[src/rtl/key_pulse_pkg.sv]
// Shared types and default parameter values for the key_pulse_array slice.
package key_pulse_pkg;

  typedef enum logic [1:0] {
    RELEASED,
    HELD_DELAY,
    HELD_REPEAT
  } key_state_t;

  localparam int unsigned KP_N               = 4;
  localparam int unsigned KP_SYNC_STAGES     = 2;
  localparam int unsigned KP_DEBOUNCE_CYCLES = 4;
  localparam int unsigned KP_REPEAT_DELAY    = 16;
  localparam int unsigned KP_REPEAT_PERIOD   = 4;
  localparam logic        KP_ACTIVE_LOW      = 1'b0;

endpackage

[src/rtl/key_pulse_channel.sv]
// One key channel: synchroniser, debounce counter and press/repeat FSM.
// Auto-repeat (HELD_REPEAT state and rcnt) exists only with KEY_PULSE_REPEAT_EN.
module key_pulse_channel
  import key_pulse_pkg::*;
#(
  parameter int unsigned SYNC_STAGES     = KP_SYNC_STAGES,
  parameter int unsigned DEBOUNCE_CYCLES = KP_DEBOUNCE_CYCLES,
`ifdef KEY_PULSE_REPEAT_EN
  parameter int unsigned REPEAT_DELAY    = KP_REPEAT_DELAY,
  parameter int unsigned REPEAT_PERIOD   = KP_REPEAT_PERIOD,
`endif
  parameter logic        ACTIVE_LOW      = KP_ACTIVE_LOW
) (
  input  logic Clock,
  input  logic Reset,
  input  logic key_i,
  output logic pulse_o,
  output logic held_o,
  output logic pulse_d_o
);

  localparam int unsigned CW = $clog2(DEBOUNCE_CYCLES + 1);
  localparam logic [CW-1:0] DbLast = CW'(DEBOUNCE_CYCLES - 1);

  logic [SYNC_STAGES-1:0] sync_q, sync_d;
  logic [CW-1:0]          cnt_q, cnt_d;
  logic                   held_q, held_d;
  logic                   pulse_q, pulse_d;
  logic                   synced, accept_rise, accept_fall;
  key_state_t             state_q, state_d;

`ifdef KEY_PULSE_REPEAT_EN
  localparam int unsigned RW = $clog2(REPEAT_DELAY + 1);
  localparam logic [RW-1:0] DelayLast  = RW'(REPEAT_DELAY - 1);
  localparam logic [RW-1:0] PeriodLast = RW'(REPEAT_PERIOD - 1);
  logic [RW-1:0] rcnt_q, rcnt_d;
`endif

  assign synced = sync_q[SYNC_STAGES-1];

  always_comb begin
    sync_d      = {sync_q[SYNC_STAGES-2:0], key_i ^ ACTIVE_LOW};
    cnt_d       = '0;
    held_d      = held_q;
    accept_rise = 1'b0;
    accept_fall = 1'b0;
    if (synced != held_q) begin
      if (cnt_q == DbLast) begin
        held_d      = synced;
        accept_rise = synced;
        accept_fall = ~synced;
      end else begin
        cnt_d = cnt_q + 1'b1;
      end
    end
  end

  always_comb begin
    state_d = state_q;
    pulse_d = 1'b0;
`ifdef KEY_PULSE_REPEAT_EN
    rcnt_d  = rcnt_q;
`endif
    case (state_q)
      RELEASED: begin
`ifdef KEY_PULSE_REPEAT_EN
        rcnt_d = '0;
`endif
        if (accept_rise) begin
          state_d = HELD_DELAY;
          pulse_d = 1'b1;
        end
      end
      HELD_DELAY: begin
`ifdef KEY_PULSE_REPEAT_EN
        if (rcnt_q == DelayLast) begin
          state_d = HELD_REPEAT;
          pulse_d = 1'b1;
          rcnt_d  = '0;
        end else begin
          rcnt_d = rcnt_q + 1'b1;
        end
`endif
      end
`ifdef KEY_PULSE_REPEAT_EN
      HELD_REPEAT: begin
        if (rcnt_q == PeriodLast) begin
          pulse_d = 1'b1;
          rcnt_d  = '0;
        end else begin
          rcnt_d = rcnt_q + 1'b1;
        end
      end
`endif
      default: state_d = RELEASED;
    endcase
    // Release wins over any repeat strobe falling in the same cycle.
    if (accept_fall) begin
      state_d = RELEASED;
      pulse_d = 1'b0;
`ifdef KEY_PULSE_REPEAT_EN
      rcnt_d  = '0;
`endif
    end
  end

  always_ff @(posedge Clock) begin
    if (Reset) begin
      sync_q  <= '0;
      cnt_q   <= '0;
      held_q  <= 1'b0;
      pulse_q <= 1'b0;
      state_q <= RELEASED;
`ifdef KEY_PULSE_REPEAT_EN
      rcnt_q  <= '0;
`endif
    end else begin
      sync_q  <= sync_d;
      cnt_q   <= cnt_d;
      held_q  <= held_d;
      pulse_q <= pulse_d;
      state_q <= state_d;
`ifdef KEY_PULSE_REPEAT_EN
      rcnt_q  <= rcnt_d;
`endif
    end
  end

  assign pulse_o   = pulse_q;
  assign held_o    = held_q;
  assign pulse_d_o = pulse_d;

endmodule

[src/rtl/key_pulse_array.sv]
// N-channel key press conditioner; optional auto-repeat under KEY_PULSE_REPEAT_EN.
module key_pulse_array
  import key_pulse_pkg::*;
#(
  parameter int unsigned N               = KP_N,
  parameter int unsigned SYNC_STAGES     = KP_SYNC_STAGES,
  parameter int unsigned DEBOUNCE_CYCLES = KP_DEBOUNCE_CYCLES,
  parameter int unsigned REPEAT_DELAY    = KP_REPEAT_DELAY,
  parameter int unsigned REPEAT_PERIOD   = KP_REPEAT_PERIOD,
  parameter logic        ACTIVE_LOW      = KP_ACTIVE_LOW
) (
  input  logic         Clock,
  input  logic         Reset,
  input  logic [N-1:0] key,
  output logic [N-1:0] pulse,
  output logic [N-1:0] held,
  output logic         any_pulse
);

  if (SYNC_STAGES < 2 || DEBOUNCE_CYCLES < 1 || REPEAT_PERIOD < 1 ||
      REPEAT_DELAY < REPEAT_PERIOD) begin : g_bad_params
    $error("key_pulse_array: illegal parameter combination");
  end

  logic [N-1:0] pulse_next;
  logic         any_pulse_q;

  for (genvar i = 0; i < N; i++) begin : g_ch
    key_pulse_channel #(
      .SYNC_STAGES    (SYNC_STAGES),
      .DEBOUNCE_CYCLES(DEBOUNCE_CYCLES),
`ifdef KEY_PULSE_REPEAT_EN
      .REPEAT_DELAY   (REPEAT_DELAY),
      .REPEAT_PERIOD  (REPEAT_PERIOD),
`endif
      .ACTIVE_LOW     (ACTIVE_LOW)
    ) u_ch (
      .Clock    (Clock),
      .Reset    (Reset),
      .key_i    (key[i]),
      .pulse_o  (pulse[i]),
      .held_o   (held[i]),
      .pulse_d_o(pulse_next[i])
    );
  end

  // Registered from the channels' next-pulse terms so it lines up with pulse.
  always_ff @(posedge Clock) begin
    if (Reset) any_pulse_q <= 1'b0;
    else       any_pulse_q <= |pulse_next;
  end

  assign any_pulse = any_pulse_q;

endmodule

[config.mk]
export PLATFORM = sky130hd
export DESIGN_NAME = key_pulse_array
export DESIGN_NICKNAME = d
export VERILOG_FILES = /design/src/rtl/key_pulse_pkg.sv /design/src/rtl/key_pulse_channel.sv /design/src/rtl/key_pulse_array.sv
export SDC_FILE = /design/constraint.sdc
export NUM_CORES = 1
export LEC_CHECK = 0
export CAP_MARGIN = 40
export CORE_MARGIN = 5
export CORE_UTILIZATION = 53
export DETAILED_ROUTE_END_ITERATION = 8
export PLACE_DENSITY = 0.76
export SYNTH_ARGS = -nofsm -noshare
export SYNTH_HDL_FRONTEND = slang
export SYNTH_SLANG_ARGS = --single-unit
[constraint.sdc]
create_clock -name Clock -period 1.6 [get_ports Clock]
set_clock_uncertainty 0.05 [all_clocks]
set_input_delay 0.32 -clock Clock [delete_from_list [all_inputs] [get_ports Clock]]
set_output_delay 0.32 -clock Clock [all_outputs]
set_load 0.01 [all_outputs]
; Yosys cells after proc, flatten, opt, wreduce, memory -nomap -nowiden
; Index checks and enable logic that the tools add are counted.
[totals]
reg_bits = 37
in_bits = 6
out_inout_bits = 9
wordCells = 110
[classes]
addsub = 4
n_eq_ne = 16
n_mux = 36
bitwise = 12
n_reduce_logical = 21
[op_table]
columns = operator, n
row1 = 1-bit 2-to-1 mux, 28
row2 = 2-bit one-hot mux with 2 select lines, 4
row3 = 2-bit AND reduction, 8
row4 = 3-bit by 1-bit adder with 3-bit output (second input constant), 4
row5 = 3-bit by 2-bit equality test with 1-bit output (second input constant), 4
row6 = 1-bit inverter, 12
row7 = 3-bit OR reduction, 4
row8 = 2-bit by 1-bit equality test with 1-bit output (second input constant), 4
row9 = 2-bit zero test, 4
row10 = 2-bit 2-to-1 mux, 4
row11 = 2-bit by 1-bit inequality test with 1-bit output (second input constant), 4
row12 = 2-bit OR reduction, 4
row13 = 1-bit inequality test, 4
row14 = 4-bit OR reduction, 1

; Depth between registers and ports, before layout
; Gate-level depths: netlist (run 1).
[depth]
ltp_word = 7
mapped_depth = 5
depth_no_buf = 5

; Hierarchy
; Synthesis (run 1) repeated with hierarchy kept, for this count alone.
[unflattened]
cells_unflattened = 115
area_unflattened_um2 = 1226.2
[modules_own_cells]
columns = mod, n_inst, cells_each, area_each_um2, seq_area_each_um2
row1 = key_pulse_channel, 4, 28, 299.0, 160.2
row2 = key_pulse_array, 1, 3, 30.0, 20.0

; Worst setup path after synthesis (run 1)
; OpenSTA, ideal clock, no wires.
[synth_path]
kind = register to register
from = register g_ch[3].u_ch.cnt_q[0]
to = register any_pulse_q, in the netlist any_pulse
setup_ns = 0.077
arrival_time_ns = 1.220
required_time_ns = 1.473
path_slack_ns = 0.254
path_stages_with_launch = 6
n_path_buf = 0
period_less_slack_ns = 1.346
path_cell_list = dfxtp_1 -> ha_1 -> ha_1 -> nand2_1 -> or3_4 -> a41oi_2
[synth_between]
elab_chain_cells = 7
word_cells_on_any_way = 9
cone_classes = eq/ne: 1 / mux: 7 / reduce/logical: 1
[synth_lines]
columns = element, line
row1 = "start, declared", key_pulse_channel.sv:26  ; logic [CW-1:0] cnt_q, cnt_d;
row2 = "start signal, assigned", key_pulse_channel.sv:119  ; cnt_q <= cnt_d;
row3 = 3-bit by 2-bit equality test with 1-bit output *, key_pulse_channel.sv:48  ; if (cnt_q == DbLast) begin
row4 = 1-bit 2-to-1 mux, key_pulse_channel.sv:48
row5 = 1-bit 2-to-1 mux, key_pulse_channel.sv:47  ; if (synced != held_q) begin
row6 = 1-bit 2-to-1 mux, key_pulse_channel.sv:69  ; if (accept_rise) begin
row7 = 1-bit 2-to-1 mux, key_pulse_channel.sv:64  ; case (state_q)
row8 = 1-bit 2-to-1 mux *, key_pulse_channel.sv:98  ; if (accept_fall) begin
row9 = 4-bit OR reduction *, key_pulse_array.sv:50  ; else any_pulse_q <= |pulse_next;
row10 = "end signal, assigned", key_pulse_array.sv:50
row11 = "end, declared", key_pulse_array.sv:26  ; logic any_pulse_q;
; Mark *: on every way between the ends. The rest lies on a longest branch, timed or not.
; A chain may end at the register's enable or synchronous reset.

; Worst setup path in the final report (run 1)
[layout_path]
from = register g_ch[1].u_ch.pulse_q
to = output port pulse[1]
[layout_rtl]
columns = element, line
row1 = "start, declared", key_pulse_channel.sv:28  ; logic pulse_q, pulse_d;
row2 = "start signal, assigned", key_pulse_channel.sv:121  ; pulse_q <= pulse_d;
row3 = "end, declared", key_pulse_array.sv:15  ; output logic [N-1:0] pulse,
; No word-level cell between the ends.

==> results of run 1 <==
==> routing by layer <==
metal / wire length (microns) / part of all wire [%] / vias up
met3: 111 / 6.1 / 7
li1: - / - / 416
met4: 56 / 3.1 / 0
met2: 902 / 49 / 18
met5: 0 / 0 / -
met1: 757 / 41 / 357
==> through the flow <==
stage / util (%) / std cells
global route: 64.2 / 166
floorplan: - / 124
CTS: 64.0 / 166
finish: 64.2 / 166
global placement: 61.7 / 158
detailed placement: 61.7 / 158
==> sequential cells by signal, indices dropped and copies added (netlist names) <==
signal,count
g_ch.u_ch.sync_q,8
g_ch.u_ch.state_q,4
g_ch.u_ch.held_o,4
g_ch.u_ch.cnt_q,12
any_pulse,1
g_ch.u_ch.pulse_o,4
==> report_power, final <==
group	total [W]	switching, W	leakage [nW]	internal (W)
clock	0.000432	0.000265	0.0320	0.000167
combinational	0.0000645	0.0000263	0.309	0.0000382
sequential	0.000856	0.0000136	0.270	0.000843
total	0.00135	0.000304	0.611	0.00105
==> final timing paths <==
kind	from	endpoint	slack [ns]	cells after the start
setup / recovery	g_ch[1].u_ch.pulse_o	pulse[1]	0.06	1
hold / removal	g_ch[3].u_ch.cnt_q[0]	g_ch[3].u_ch.cnt_q[0]	0.37	1
hold reg to reg	g_ch[3].u_ch.cnt_q[0]	g_ch[3].u_ch.cnt_q[0]	0.37	1
setup reg to reg	g_ch[3].u_ch.cnt_q[0]	any_pulse	0.14	5
==> cells in the mapped netlist, drive strengths merged <==
cell type and number:
ha 8, or3 8, dfxtp 33, a2bb2oi 4
xnor2 4, a21oi 8, or2b 3, a41oi 1
nor2b 8, nand2b 5, clkbuf 2, inv 8
buf 8, nor2 20, nand2 4
==> cells in the final DEF (no fill, tap or decap), types with 3 or more instances in the layout <==
| cell type | count |
|---|---|
| sky130_fd_sc_hd__inv_1 | 8 |
| sky130_fd_sc_hd__nand2b_1 | 5 |
| sky130_fd_sc_hd__xnor2_1 | 4 |
| sky130_fd_sc_hd__clkbuf_4 | 5 |
| sky130_fd_sc_hd__dfxtp_2 | 4 |
| sky130_fd_sc_hd__nor2b_1 | 8 |
| sky130_fd_sc_hd__clkdlybuf4s50_1 | 8 |
| sky130_fd_sc_hd__nand2_1 | 4 |
| sky130_fd_sc_hd__a2bb2oi_1 | 4 |
| sky130_fd_sc_hd__nor2_1 | 20 |
| sky130_fd_sc_hd__dlygate4sd2_1 | 4 |
| sky130_fd_sc_hd__or3_1 | 3 |
| sky130_fd_sc_hd__ha_1 | 8 |
| sky130_fd_sc_hd__a21oi_1 | 8 |
| sky130_fd_sc_hd__dfxtp_1 | 29 |
| sky130_fd_sc_hd__or3_4 | 5 |
==> layout make-up <==
class                      instances  area, sq um  share of cell area (%)
clock buffer                       6         41.3                    2.88
clock inverter                     2         10.0                   0.698
inverter                           8         30.0                    2.09
multi-input combinational         73          497                    34.6
sequential                        33          666                    46.4
tap                               28         35.0                    2.44
timing repair buffer              16          155                    10.8
==> cells by family after synthesis <==
kind of cell	after synthesis
and+or+nand+nor	48
DFF	33
buffers and inverters	18
AOI/OAI and AO/OA	13
adders and majority gates	8
xor gates and xnor gates	4
==> what timing repair did <==
| item | CTS | global route |
|---|---|---|
| gates resized for setup | 8 | 2 |
| buffers inserted | 0 | 0 |
| hold buffers | 0 | 0 |
| endpoints found under the setup margin | 4 | 2 |
==> summary.txt, run 1 <==
===============================================================================================
Cell-by-cell listing of the critical path                                          clkdlybuf4s50_1
Share of final-layout standard cells stronger than drive strength 1                       14.5%
Post-synthesis cell type with the largest combined area                            sky130_fd_sc_hd__dfxtp_1
Detailed-router iteration count before antenna repair                                         4
Worst setup margin                                                                    0.0594 ns
Multiplexer area fraction after synthesis                                                    0%
GPL Wtd Cong                                                                              0.667
Io pins                                                                                      15
Final antenna diode count                                                                     0
Number of antenna violations at the first check in global routing                             0
Flip-flop and latch count after synthesis                                                    33
Post-route fraction of the period consumed by the critical path                           96.3%
Share of the yosys chip area belonging to registers                                       52.6%
CTS tree                                                                                    yes
Inserted Clock Buffers                                                                        5
Xor and xnor area share after synthesis                                                   2.79%
Crit path capture type                                                             primary output
Most utilized layer in the global route result                                             met2
Final routed wirelength across all metal layers                                    1830 microns
DP HPWL                                                                            1400 microns
Maximum number of pins on one net before global-route repair                                 12
Nature of the critical path startpoint                                                     flop
Clock latency reported for the late side of the worst-skew pair                         0.33 ns
Met1 demand-to-capacity share in global routing                                           13.7%
Power per Cell Area                                                                 943 nW/um^2
Total overflow reported by the global router                                                  0
Cell area after placement                                                            1380 sq um
Crit path arrival time                                                                  1.17 ns
Synthesized net count                                                                       138
Remaining number of nets flagged by the antenna check after routing                           0
Final net count                                                                             151
Max-capacitance violation count                                                               0
Total via count in the routed design                                                        798
Total routing resource utilization after global routing                                   13.6%
Clock input transition at the sequential cells of the worst setup and hold paths        0.09 ns
Critical-path top delay cell                                                       sky130_fd_sc_hd__clkdlybuf4s50_1
Leakage                                                                                0.611 nW
Result of the run                                                                  finished, final reports clean
Data required time of the worst path                                                    1.23 ns
Tightest Hold Check Type                                                                reg2reg
Main combinational cell family by area after synthesis                             simple AND/OR/NAND/NOR gates
Vias in the first global route                                                              823
Starting density of the core                                                              56.2%
Syn-to-layout area delta                                                                  14.1%
Least-Margin Pin Slew                                                                  0.317 ns
Number of sinks driven by the clock tree                                                     33
Met3 usage                                                                                3.95%
Overall power consumption                                                             0.00135 W
Max IR drop VDD                                                                          711 uV
Adder-cell share of the synthesized area                                                  7.97%
Number of hold violations in the final report                                                 0
Iter 0 DRT Violations                                                                        10
Total Neg Setup Slack                                                                      0 ns
Final Max Slew Viols                                                                          0
Number of fillers in the final layout                                                       194
Global-route wire length before repair                                             3390 microns
Met2 capacity usage during global routing                                                 23.3%
Critical path fanouts, max                                                                    1
Leading cell types by total area after synthesis                                   sky130_fd_sc_hd__dfxtp_1 (53%), sky130_fd_sc_hd__ha_1 (8.0%), sky130_fd_sc_hd__nor2_1 (6.0%)
Worst setup path class                                                                  reg2out
Family of cells with the greatest summed delay on the critical path                buffers and inverters
Max Fclk                                                                                649 MHz
Synthesized instance count                                                                  124
Fin Hold WS                                                                            0.371 ns
Avg Cell Area, Syn                                                                   10.1 sq um
Endpoints failing setup                                                                       0
DP Worst Slack                                                                      -0.00913 ns
Wire length per cell                                                               11.0 microns
Die Footprint                                                                        3440 sq um
RSZ-0062 raised after global routing                                                         no
Combined area of all synthesized cells                                               1260 sq um
Std cell rows                                                                                17
Number of DRC violations after detailed routing                                               0
Placeable core area                                                                  2230 sq um
Min Tclk post-route                                                                     1.54 ns
Compound-Gate Fraction of Synth Area                                                      7.27%
Root buffer selected by CTS                                                        sky130_fd_sc_hd__clkbuf_4
CTS H-tree lvls                                                                               2
Die height                                                                         58.7 microns
Synth top area share                                                                      52.6%
Count of unique library cells instantiated by Yosys                                          18
Simple-Gate Fraction of Synth Area                                                        21.5%
Total number of yosys warnings                                                                0
Stage delay of the slowest cell on the critical path                                    0.53 ns
Max-slew headroom at the worst pin                                                        78.8%
Routed vias/inst                                                                           4.81
Post-Layout Inst Area                                                                1430 sq um
Port Buffer Count                                                                            14
Number of buffers on the longest clock path                                                   2
Worst Path Buf+Inv                                                                            1
Die boundary width                                                                 58.7 microns
===============================================================================================
Power figures use the tool's default switching activity.
==> run 2: changes to the inputs <==
SLEW_MARGIN = 20   (was default)
==> results of run 2 <==
Same layout as run 1: the final DEF is identical, and so are final timing and power.
==> run 3: changes to the inputs <==
SLEW_MARGIN = default   (was 20)
==> results of run 3 <==
Same layout as run 1: the final DEF is identical, and so are final timing and power.
